**src/rtl/mem_arbiter_pkg.sv**
```systemverilog
// Shared types for the two-port memory arbiter: FSM states, access modes and
// the per-port pending slot.
package mem_arbiter_pkg;

    localparam int ADDR_W  = 32;
    localparam int DATA_W  = 32;
    localparam int TIMER_W = 8;

    typedef enum logic [1:0] {
        IDLE    = 2'd0,
        SERVE_D = 2'd1,
        SERVE_I = 2'd2
    } arb_state_e;

    typedef enum logic [2:0] {
        MODE_BYTE   = 3'b000,
        MODE_HALF   = 3'b001,
        MODE_WORD   = 3'b010,
        MODE_BYTE_U = 3'b100,
        MODE_HALF_U = 3'b101
    } mem_mode_e;

    typedef struct packed {
        logic              valid;
        logic              we;
        logic [2:0]        mode;
        logic [ADDR_W-1:0] addr;
        logic [DATA_W-1:0] data;
    } slot_t;

    // Stores only know byte/half/word; loads also have the unsigned variants.
    function automatic logic mode_illegal(input logic [2:0] mode, input logic we);
        if (we)
            return mode[2] || (mode[1:0] == 2'b11);
        return (mode == 3'b011) || (mode == 3'b110) || (mode == 3'b111);
    endfunction

endpackage

```
**src/rtl/mem_arbiter_lane_align.sv**
```systemverilog
// Byte-lane steering for the slot currently selected by the arbiter: enables,
// store replication, load shift and the alignment/mode fault check.
module lane_align
    import mem_arbiter_pkg::*;
(
    input  logic [ADDR_W-1:0] addr,
    input  logic [DATA_W-1:0] wdata,
    input  logic [2:0]        mode,
    input  logic              we,
    input  logic [DATA_W-1:0] rdata,
    output logic [ADDR_W-1:0] mem_addr,
    output logic [3:0]        be,
    output logic [DATA_W-1:0] lane_wdata,
    output logic [DATA_W-1:0] lane_rdata,
    output logic              fault
);

    logic       misaligned;
    logic [4:0] shift;

    always_comb begin
        mem_addr   = {addr[ADDR_W-1:2], 2'b00};
        shift      = {addr[1:0], 3'b000};
        lane_rdata = rdata >> shift;
        be         = 4'b0000;
        lane_wdata = wdata;
        misaligned = 1'b0;
        case (mode[1:0])
            2'b00: begin
                be         = 4'b0001 << addr[1:0];
                lane_wdata = {4{wdata[7:0]}};
            end
            2'b01: begin
                be         = addr[1] ? 4'b1100 : 4'b0011;
                lane_wdata = {2{wdata[15:0]}};
                misaligned = addr[0];
            end
            2'b10: begin
                be         = 4'b1111;
                misaligned = (addr[1:0] != 2'b00);
            end
            default: be = 4'b0000;
        endcase
        // Loads always fetch the whole word and shift it down afterwards.
        if (!we)
            be = 4'b1111;
        fault = misaligned || mode_illegal(mode, we);
    end

endmodule

```
**src/rtl/mem_arbiter.sv**
```systemverilog
// Two-port (fetch + data) arbiter onto one shared memory port, data first,
// with per-port pending slots, lane steering, fault and timeout handling.
//
// state   | meaning
// IDLE    | no access on the memory port; picks next pending slot
// SERVE_D | data slot driven onto mem_*, waiting for mem_ack or timeout
// SERVE_I | fetch slot driven onto mem_*, waiting for mem_ack or timeout
module mem_arbiter
    import mem_arbiter_pkg::*;
#(
    parameter int unsigned TIMEOUT_CYCLES = 255
) (
    input  logic              clk,
    input  logic              reset_n,
    input  logic [ADDR_W-1:0] imem_address,
    input  logic              imem_enable,
    output logic [DATA_W-1:0] imem_data,
    output logic              imem_wait,
    input  logic [ADDR_W-1:0] dmem_address,
    input  logic              dmem_enable,
    input  logic [DATA_W-1:0] dmem_write_data,
    input  logic              dmem_write_enable,
    input  logic [2:0]        dmem_write_mode,
    input  logic              dmem_read_enable,
    input  logic [2:0]        dmem_read_mode,
    output logic [DATA_W-1:0] dmem_read_data,
    output logic              dmem_wait,
    output logic              mem_req,
    output logic [ADDR_W-1:0] mem_addr,
    output logic              mem_we,
    output logic [3:0]        mem_be,
    output logic [DATA_W-1:0] mem_wdata,
    input  logic [DATA_W-1:0] mem_rdata,
    input  logic              mem_ack,
    output logic              access_fault
);

    localparam logic [TIMER_W-1:0] TIMER_LOAD = TIMER_W'(TIMEOUT_CYCLES - 1);

    arb_state_e         state, state_nxt;
    slot_t              d_slot, i_slot, cur;
    logic [TIMER_W-1:0] timer, timer_nxt;
    logic               ack_block;
    logic               sel_d;
    logic               accept_d, accept_i;
    logic               done, done_fault, abort, serve_req;

    logic [ADDR_W-1:0]  lane_addr;
    logic [3:0]         lane_be;
    logic [DATA_W-1:0]  lane_wdata, lane_rdata;
    logic               lane_fault;

    assign accept_d = dmem_enable && (dmem_read_enable || dmem_write_enable) && !dmem_wait;
    assign accept_i = imem_enable && !imem_wait;

    // In IDLE the lane logic already looks at the candidate slot so faults
    // can be retired without ever entering a SERVE state.
    assign sel_d = (state == SERVE_D) || ((state == IDLE) && d_slot.valid);
    assign cur   = sel_d ? d_slot : i_slot;

    lane_align u_lane_align (
        .addr       (cur.addr),
        .wdata      (cur.data),
        .mode       (cur.mode),
        .we         (cur.we),
        .rdata      (mem_rdata),
        .mem_addr   (lane_addr),
        .be         (lane_be),
        .lane_wdata (lane_wdata),
        .lane_rdata (lane_rdata),
        .fault      (lane_fault)
    );

    always_ff @(posedge clk or negedge reset_n) begin
        if (!reset_n) begin
            state     <= IDLE;
            timer     <= '0;
            ack_block <= 1'b0;
        end else begin
            state     <= state_nxt;
            timer     <= timer_nxt;
            ack_block <= abort;
        end
    end

    always_comb begin
        state_nxt  = state;
        timer_nxt  = timer;
        done       = 1'b0;
        done_fault = 1'b0;
        abort      = 1'b0;
        serve_req  = 1'b0;
        case (state)
            IDLE: begin
                if (d_slot.valid || i_slot.valid) begin
                    if (lane_fault) begin
                        done       = 1'b1;
                        done_fault = 1'b1;
                    end else begin
                        state_nxt = d_slot.valid ? SERVE_D : SERVE_I;
                        timer_nxt = TIMER_LOAD;
                    end
                end
            end
            SERVE_D, SERVE_I: begin
                if (lane_fault) begin
                    done       = 1'b1;
                    done_fault = 1'b1;
                end else begin
                    serve_req = 1'b1;
                    if (mem_ack && !ack_block) begin
                        done = 1'b1;
                    end else if (timer == '0) begin
                        done       = 1'b1;
                        done_fault = 1'b1;
                        abort      = 1'b1;
                    end else begin
                        timer_nxt = timer - TIMER_W'(1);
                    end
                end
                // Re-arbitrate on the completing edge: only the other port can still be pending.
                if (done) begin
                    if (sel_d ? i_slot.valid : d_slot.valid) begin
                        state_nxt = sel_d ? SERVE_I : SERVE_D;
                        timer_nxt = TIMER_LOAD;
                    end else begin
                        state_nxt = IDLE;
                        timer_nxt = '0;
                    end
                end
            end
            default: state_nxt = IDLE;
        endcase
    end

    always_ff @(posedge clk or negedge reset_n) begin
        if (!reset_n) begin
            d_slot         <= '0;
            i_slot         <= '0;
            dmem_wait      <= 1'b0;
            imem_wait      <= 1'b0;
            dmem_read_data <= '0;
            imem_data      <= '0;
            access_fault   <= 1'b0;
        end else begin
            access_fault <= done_fault;

            if (done && sel_d) begin
                d_slot.valid <= 1'b0;
                dmem_wait    <= 1'b0;
                if (done_fault || !d_slot.we)
                    dmem_read_data <= done_fault ? '0 : lane_rdata;
            end else if (accept_d) begin
                d_slot    <= '{valid: 1'b1,
                               we:    dmem_write_enable,
                               mode:  dmem_write_enable ? dmem_write_mode : dmem_read_mode,
                               addr:  dmem_address,
                               data:  dmem_write_data};
                dmem_wait <= 1'b1;
            end

            if (done && !sel_d) begin
                i_slot.valid <= 1'b0;
                imem_wait    <= 1'b0;
                imem_data    <= done_fault ? '0 : lane_rdata;
            end else if (accept_i) begin
                i_slot    <= '{valid: 1'b1,
                               we:    1'b0,
                               mode:  MODE_WORD,
                               addr:  imem_address,
                               data:  '0};
                imem_wait <= 1'b1;
            end
        end
    end

    // The memory port reads as all-zero whenever no request is out.
    assign mem_req   = serve_req;
    assign mem_addr  = serve_req ? lane_addr : '0;
    assign mem_we    = serve_req && cur.we;
    assign mem_be    = serve_req ? lane_be : 4'b0000;
    assign mem_wdata = serve_req ? lane_wdata : '0;

endmodule
```
**config.mk**
```make
export PLATFORM = sky130hd
export DESIGN_NAME = mem_arbiter
export DESIGN_NICKNAME = d
export VERILOG_FILES = /design/src/rtl/mem_arbiter_pkg.sv /design/src/rtl/mem_arbiter_lane_align.sv /design/src/rtl/mem_arbiter.sv
export SDC_FILE = /design/constraint.sdc
export NUM_CORES = 1
export LEC_CHECK = 0
export ABC_AREA = 1
export CORE_ASPECT_RATIO = 0.9
export CORE_MARGIN = 5
export CORE_UTILIZATION = 40
export CTS_CLUSTER_SIZE = 24
export DETAILED_ROUTE_END_ITERATION = 16
export DONT_BUFFER_PORTS = 1
export RECOVER_POWER = 100
export SLEW_MARGIN = 0
export SYNTH_ARGS = -nofsm -noshare
export SYNTH_HDL_FRONTEND = slang
export SYNTH_SLANG_ARGS = --single-unit
```
**constraint.sdc**
```tcl
create_clock -name clk -period 4.8 [get_ports clk]
set_input_delay 1.44 -clock clk [delete_from_list [all_inputs] [get_ports clk]]
set_output_delay 1.44 -clock clk [all_outputs]
set_load 0.02 [all_outputs]
```
Word level (Yosys, flattened, before mapping)
Index checks and enable logic that the tools add are counted.

Reduce and logical (&&, ||, !) cells: 34. Shift operators: 2. Multiplexer cells: 52. Equal/unequal tests: 14. $add $sub $neg: 1. Bitwise operators: 2.

Operator list (count): 2-to-1 mux 69 bit (2); 2-to-1 mux 32 bit (3); 2-to-1 mux 68 bit (1); one-hot mux 32 bit (2 select lines) (1); 2-to-1 mux 8 bit (7); >> shifter 32 x 5 -> 32 bit (1); 2-to-1 mux 1 bit (22); one-hot mux 8 bit (2 select lines) (1); 2-to-1 mux 2 bit (6); 2-to-1 mux 4 bit (3); one-hot mux 4 bit (3 select lines) (1); != test 3 bit (second input constant) (3); logical AND 1 bit (8); zero test 8 bit (1); logical OR 1 bit (8); nonzero test 2 bit (4); subtractor 8 x 1 -> 8 bit (second input constant) (1); == test 2 bit (second input constant) (3); == test 3 bit (second input constant) (2); one-hot mux 1 bit (2 select lines) (3); AND reduction 2 bit (3); AND reduction 6 bit (1); zero test 1 bit (5); == test 2 x 1 -> 1 bit (second input constant) (2); other kinds (10) (13).

Input port bits: 141. Word-level logic and storage cells: 121. Output and inout port bits: 137. Bits in registers: 181.

Logic depth before layout (Yosys ltp)
Depth after elaboration: 15. Gate-level depth with buffers: 22. Mapped depth without buffers: 19.

By module
From an unflattened synthesis, not the netlist that was laid out.

Cell total of the unflattened synthesis: 1450. Area total of the unflattened synthesis: 10149.7 um^2.

By module, submodules not included: mem_arbiter (times used 1, area an instance 8780.9 um^2, seq. area each 4529.3 um^2, cells an instance 1171); lane_align (times used 1, area an instance 1368.8 um^2, seq. area each 0.0 um^2, cells an instance 279).

Worst setup path after synthesis
No wires, ideal clock.

Path type: flip-flop to output port. From: register state[0]. To: output mem_wdata[15]. Data arrival time: 3.470 ns. Setup slack: -0.110 ns. Data required time: 3.360 ns. Path buffers: 3. Cell stages (with the launch flop): 18. Path through: dfrtp_1 inv_1 ha_1 nand2_2 nand2_4 o21ai_0 inv_1 clkbuf_1 ha_1 clkbuf_1 nand3_1 nand2_1 nand3_4 nand2_1 nor2_1 inv_2 clkbuf_1 nor3_1.

Cells in the longest elaborated chain, start to end: 12. Elaborated cells on any way between the ends: 27. Classes of those cells: eq/ne (8); mux (9); reduce/logical (10).

Ends and longest elaborated chain: start: declaration (line mem_arbiter.sv:40) `arb_state_e state, state_nxt;`; start signal: assignment (line mem_arbiter.sv:80) `state <= state_nxt;`; zero test 2 bit (line mem_arbiter.sv:58) `assign sel_d = (state == SERVE_D) || ((state == IDLE) && d_slot.valid);`; logical AND 1 bit (line mem_arbiter.sv:58); logical OR 1 bit (line mem_arbiter.sv:58); 2-to-1 mux 68 bit (line mem_arbiter.sv:59) `assign cur = sel_d ? d_slot : i_slot;`; == test 2 bit, or another cell as far along (line mem_arbiter_pkg.sv:34) `return mode[2] || (mode[1:0] == 2'b11);`; logical OR 1 bit, on equally long branches (line mem_arbiter_pkg.sv:34, mem_arbiter_pkg.sv:35); 2-to-1 mux 1 bit or logical OR 1 bit (tied branches) (line mem_arbiter_pkg.sv:33, mem_arbiter_pkg.sv:35); 2-to-1 mux 1 bit (line mem_arbiter_pkg.sv:35) `return (mode == 3'b011) || (mode == 3'b110) || (mode == 3'b111);`; logical OR 1 bit (line mem_arbiter_lane_align.sv:47) `fault = misaligned || mode_illegal(mode, we);`; 2-to-1 mux 1 bit (line mem_arbiter.sv:106) `if (lane_fault) begin`; 2-to-1 mux 1 bit (*) (line mem_arbiter.sv:93) `case (state)`; named net mem_req (line mem_arbiter.sv:28) `output logic mem_req,`; 2-to-1 mux 32 bit (*) (line mem_arbiter.sv:182) `assign mem_wdata = serve_req ? lane_wdata : '0;`; end: declaration (line mem_arbiter.sv:32) `output logic [DATA_W-1:0] mem_wdata,`.

Mark *: on every way through the listed nets, which the timed path passes. The rest lies on a longest branch. The select of a mux whose other input is x is not followed.

Worst setup path in the final report
From: register state[0]. To: output mem_wdata[17].

Cells in the longest elaborated chain, start to end: 12. Elaborated cells on any way between the ends: 27. Classes of those cells: eq/ne (8); mux (9); reduce/logical (10).

Ends and longest elaborated chain (line): zero test 2 bit (mem_arbiter.sv:58); logical AND 1 bit (mem_arbiter.sv:58); logical OR 1 bit (mem_arbiter.sv:58); 2-to-1 mux 68 bit (mem_arbiter.sv:59); == test 2 bit, or another cell as far along (mem_arbiter_pkg.sv:34); logical OR 1 bit, on equally long branches (mem_arbiter_pkg.sv:34, mem_arbiter_pkg.sv:35); 2-to-1 mux 1 bit or logical OR 1 bit (tied branches) (mem_arbiter_pkg.sv:33, mem_arbiter_pkg.sv:35); 2-to-1 mux 1 bit (mem_arbiter_pkg.sv:35); logical OR 1 bit (mem_arbiter_lane_align.sv:47); 2-to-1 mux 1 bit (mem_arbiter.sv:106); 2-to-1 mux 1 bit (mem_arbiter.sv:93); 2-to-1 mux 32 bit (*) (mem_arbiter.sv:182).

Mark *: on every way between the ends. The rest lies on a longest branch, timed or not. The select of a mux whose other input is x is not followed.

==> flow_summary.toml <==
[critical_path]
worst-endpoint-required_ns = 3.36
cp_slowest_cell = "dfrtp_1"
cp.buffers_inverters = 4
path_depth = 16
crit_path_end_kind = "output pin"
startpoint = "state[0]$_DFFE_PN0P_"
critPathKind = "reg2out"
rr_endpoint = "i_slot[38]$_DFFE_PN0P_"
crit_path_max_fanout = 34
cp_cell_sequence = "inv_1 -> ha_2 -> nand2_2 -> nand2_4 -> nand2_1 -> o21ai_2 -> inv_1 -> ha_1 -> nand3_1 -> nand2_1 -> nand3_4 -> nand2_1 -> nor2_4 -> bufinv_16 -> nor3_2 -> buf_4"
crit_arrival_ns = 3.16
r2r-start = "state[0]$_DFFE_PN0P_"
path_delay_family = "simple AND/OR/NAND/NOR gates"
max_stage_delay_ns = 0.42
path_common_cell = "nand2_1"
rr_worst_depth = 18
crit_end = "mem_wdata[17]"
critPathLaunchType = "flip-flop"
rrSetupSlack_ns = 0.86

[placed_design]
gp_congestion = 0.906
place_area_mm2 = 0.0102
dpl.cell_count = 1553
dp_hpwl_um = 20900
io_buffers = 0

[clock_network]
h-tree-depth = 4
cts_buffers = 17
cts_sinks = 181
clk_path_buf_depth = 2
cts_root_buffer = "clkbuf_16"
cts_hold_buf = 0
cts_tree = "built"
clock_latency_ns = 0.44
clk_pin_slew_ns = 0.07

[routing]
wl_um = 31300
drc = 0
dr.pass1.iters = 6
post_drt_wl_per_cell_um = 19.7
vias = 8675
ant_nets = 0
first_iter_violations = 727
via_per_inst = 5.47

[yosys]
ys_seq_area_share_pct = 47.2
avgSynthCellArea_um2 = 7.61
ys_types = 35
ys_warn_count = 0
syn_inst = 1261
synth_area_mm2 = 0.00959
ys_ff_latch = 181

[timing]
worstMarginPinSlew_ns = 0.808
period_needed_ns = 4.60
fin_crit_sh_pct = 95.9
hold_violations = 0
drv_slew = 0
setup_viol = 0
clock_skew_ns = 0.0139
slew_headroom_pct = 46.1
fmax_mhz = 217

[layout]
most-common-layout-cells = "430 x nand2_1, 181 x dfrtp_1, 163 x nand3_1, 90 x a21oi_1, 80 x buf_4"
area_growth_pct = 13.8
final_cells = 1587
fin_area_mm2 = 0.0109
final_common_cell = "nand2_1"
num-fill-cells = 2387
final_nets = 1426
drive_gt1_share_pct = 13.2
diodes = 0

[grt]
grt_usage_pct = 22.1
grt_max_degree = 182
grt_pass1_vias = 8353
antenna_found_initial = 0
grt_pass1_wl_um = 48000
grt-ovfl-total = 0

[floorplanning]
coreArea_mm2 = 0.0235
die_width_um = 173
die_h_um = 157
die-area_mm2 = 0.0272
start_util_pct = 40.9
fp-row-count = 53
pin_count = 278

[run]
max_cap_viol_count = 0

[hold_path]
whs_path_depth = 2
hold_path_class = "reg2reg"

[status]
status = "completed"
==> state kept, by name, summed over array words and instances, names as in the netlist <==
signal / cells
access_fault: 1
imem_data: 32
dmem_read_data: 32
d_slot: 69
i_slot: 34
ack_block: 1
state: 2
timer: 8
imem_wait: 1
dmem_wait: 1
==> per-layer routing <==
| layer | global-route usage, % | share of wire (%) |
|---|---|---|
| met5 | 0 | 0 |
| met4 | 5.36 | 1.7 |
| met3 | 7.52 | 9.1 |
| met2 | 33.9 | 46 |
| met1 | 30.4 | 43 |
==> cells by family (layout without fill, tap and decap cells) <==
group,after synthesis,after routing,synth area share [%]
muxes,3,3,0.313
xor gates and xnor gates,6,6,0.548
and+or+nand+nor,676,676,30.5
DFF,181,181,47.2
buffers and inverters,170,193,7.76
adders and majority gates,11,11,1.44
other,1,2,0.0391
AOI/OAI and AO/OA,213,213,12.2
==> synthesized netlist by cell type <==
cell	count	area, µm²
o221ai_1	8	70.1
nand3_2	1	10.0
nand3_1	162	811
o21ai_1	30	150
nor2_4	1	11.3
xor2_1	5	43.8
buf_4	8	60.1
ha_1	11	138
a21oi_1	91	455
nor3_1	33	165
o21a_1	8	60.1
nand4_1	1	6.26
nand3b_1	1	7.51
nor2_1	28	105
o21ai_0	42	210
o31ai_1	8	60.1
xnor2_1	1	8.76
clkbuf_2	2	10.0
buf_2	35	175
clkbuf_1	42	158
nor2_2	1	6.26
inv_1	70	263
nand2_2	8	50.1
nand2_1	430	1610
mux2i_1	3	30.0
inv_2	5	18.8
nand3_4	4	70.1
buf_1	1	3.75
a31oi_1	17	106
clkinv_1	3	11.3
nand2_4	6	67.6
buf_6	4	45.0
o22ai_1	9	56.3
conb_1	1	3.75
dfrtp_1	181	4530
==> worst min path at each step <==
| stage | end | from |
|---|---|---|
| global route | d_slot[62]$_DFFE_PN0P_ | d_slot[62]$_DFFE_PN0P_ |
| CTS | i_slot[65]$_DFFE_PN0P_ | i_slot[65]$_DFFE_PN0P_ |
| detailed placement | i_slot[65]$_DFFE_PN0P_ | i_slot[65]$_DFFE_PN0P_ |
| finish | i_slot[52]$_DFFE_PN0P_ | i_slot[52]$_DFFE_PN0P_ |
| floorplan | i_slot[65]$_DFFE_PN0P_ | i_slot[65]$_DFFE_PN0P_ |
| global placement | i_slot[65]$_DFFE_PN0P_ | i_slot[65]$_DFFE_PN0P_ |
==> worst register-to-register path, delay by kind of cell, from the launching register on <==
family,cells,cell delay (ns)
adders and majority gates,2,0.39
AOI/OAI and AO/OA,2,0.19
DFF,1,0.42
and+or+nand+nor,12,2.67
buffers and inverters,2,0.24
==> area by class of cell <==
class	instances	area, µm²	area share, %
timing repair buffer	84	663	6.08
clock buffer	17	425	3.90
timing repair inverter	1	8.76	0.0803
multi-input combinational	911	4440	40.7
tap	302	378	3.46
clock inverter	13	141	1.30
inverter	78	324	2.97
sequential	181	4530	41.5
==> stage by stage <==
stage / hold WS, ns / setup slack, ns / setup TNS (ns) / utilization, %
after floorplan: 0.419 / 0.00811 / 0 / -
after global placement: 0.441 / 0.0301 / 0 / 43.3
after detailed placement: 0.445 / 0.00154 / 0 / 43.3
after CTS: 0.465 / 0.0239 / 0 / 45.8
after global routing: 0.490 / -0.0305 / -0.291 / 46.5
final: 0.470 / 0.196 / 0 / 46.5
==> what timing repair did <==
item,in CTS,in global routing
setup buffers,0,3
pin swaps,0,2
setup endpoints to repair,67,67
gates resized for setup,7,31
cloned,0,1
Power is not shown: default switching activity piles up to over one toggle a cycle in this logic, so the estimate is an artifact.
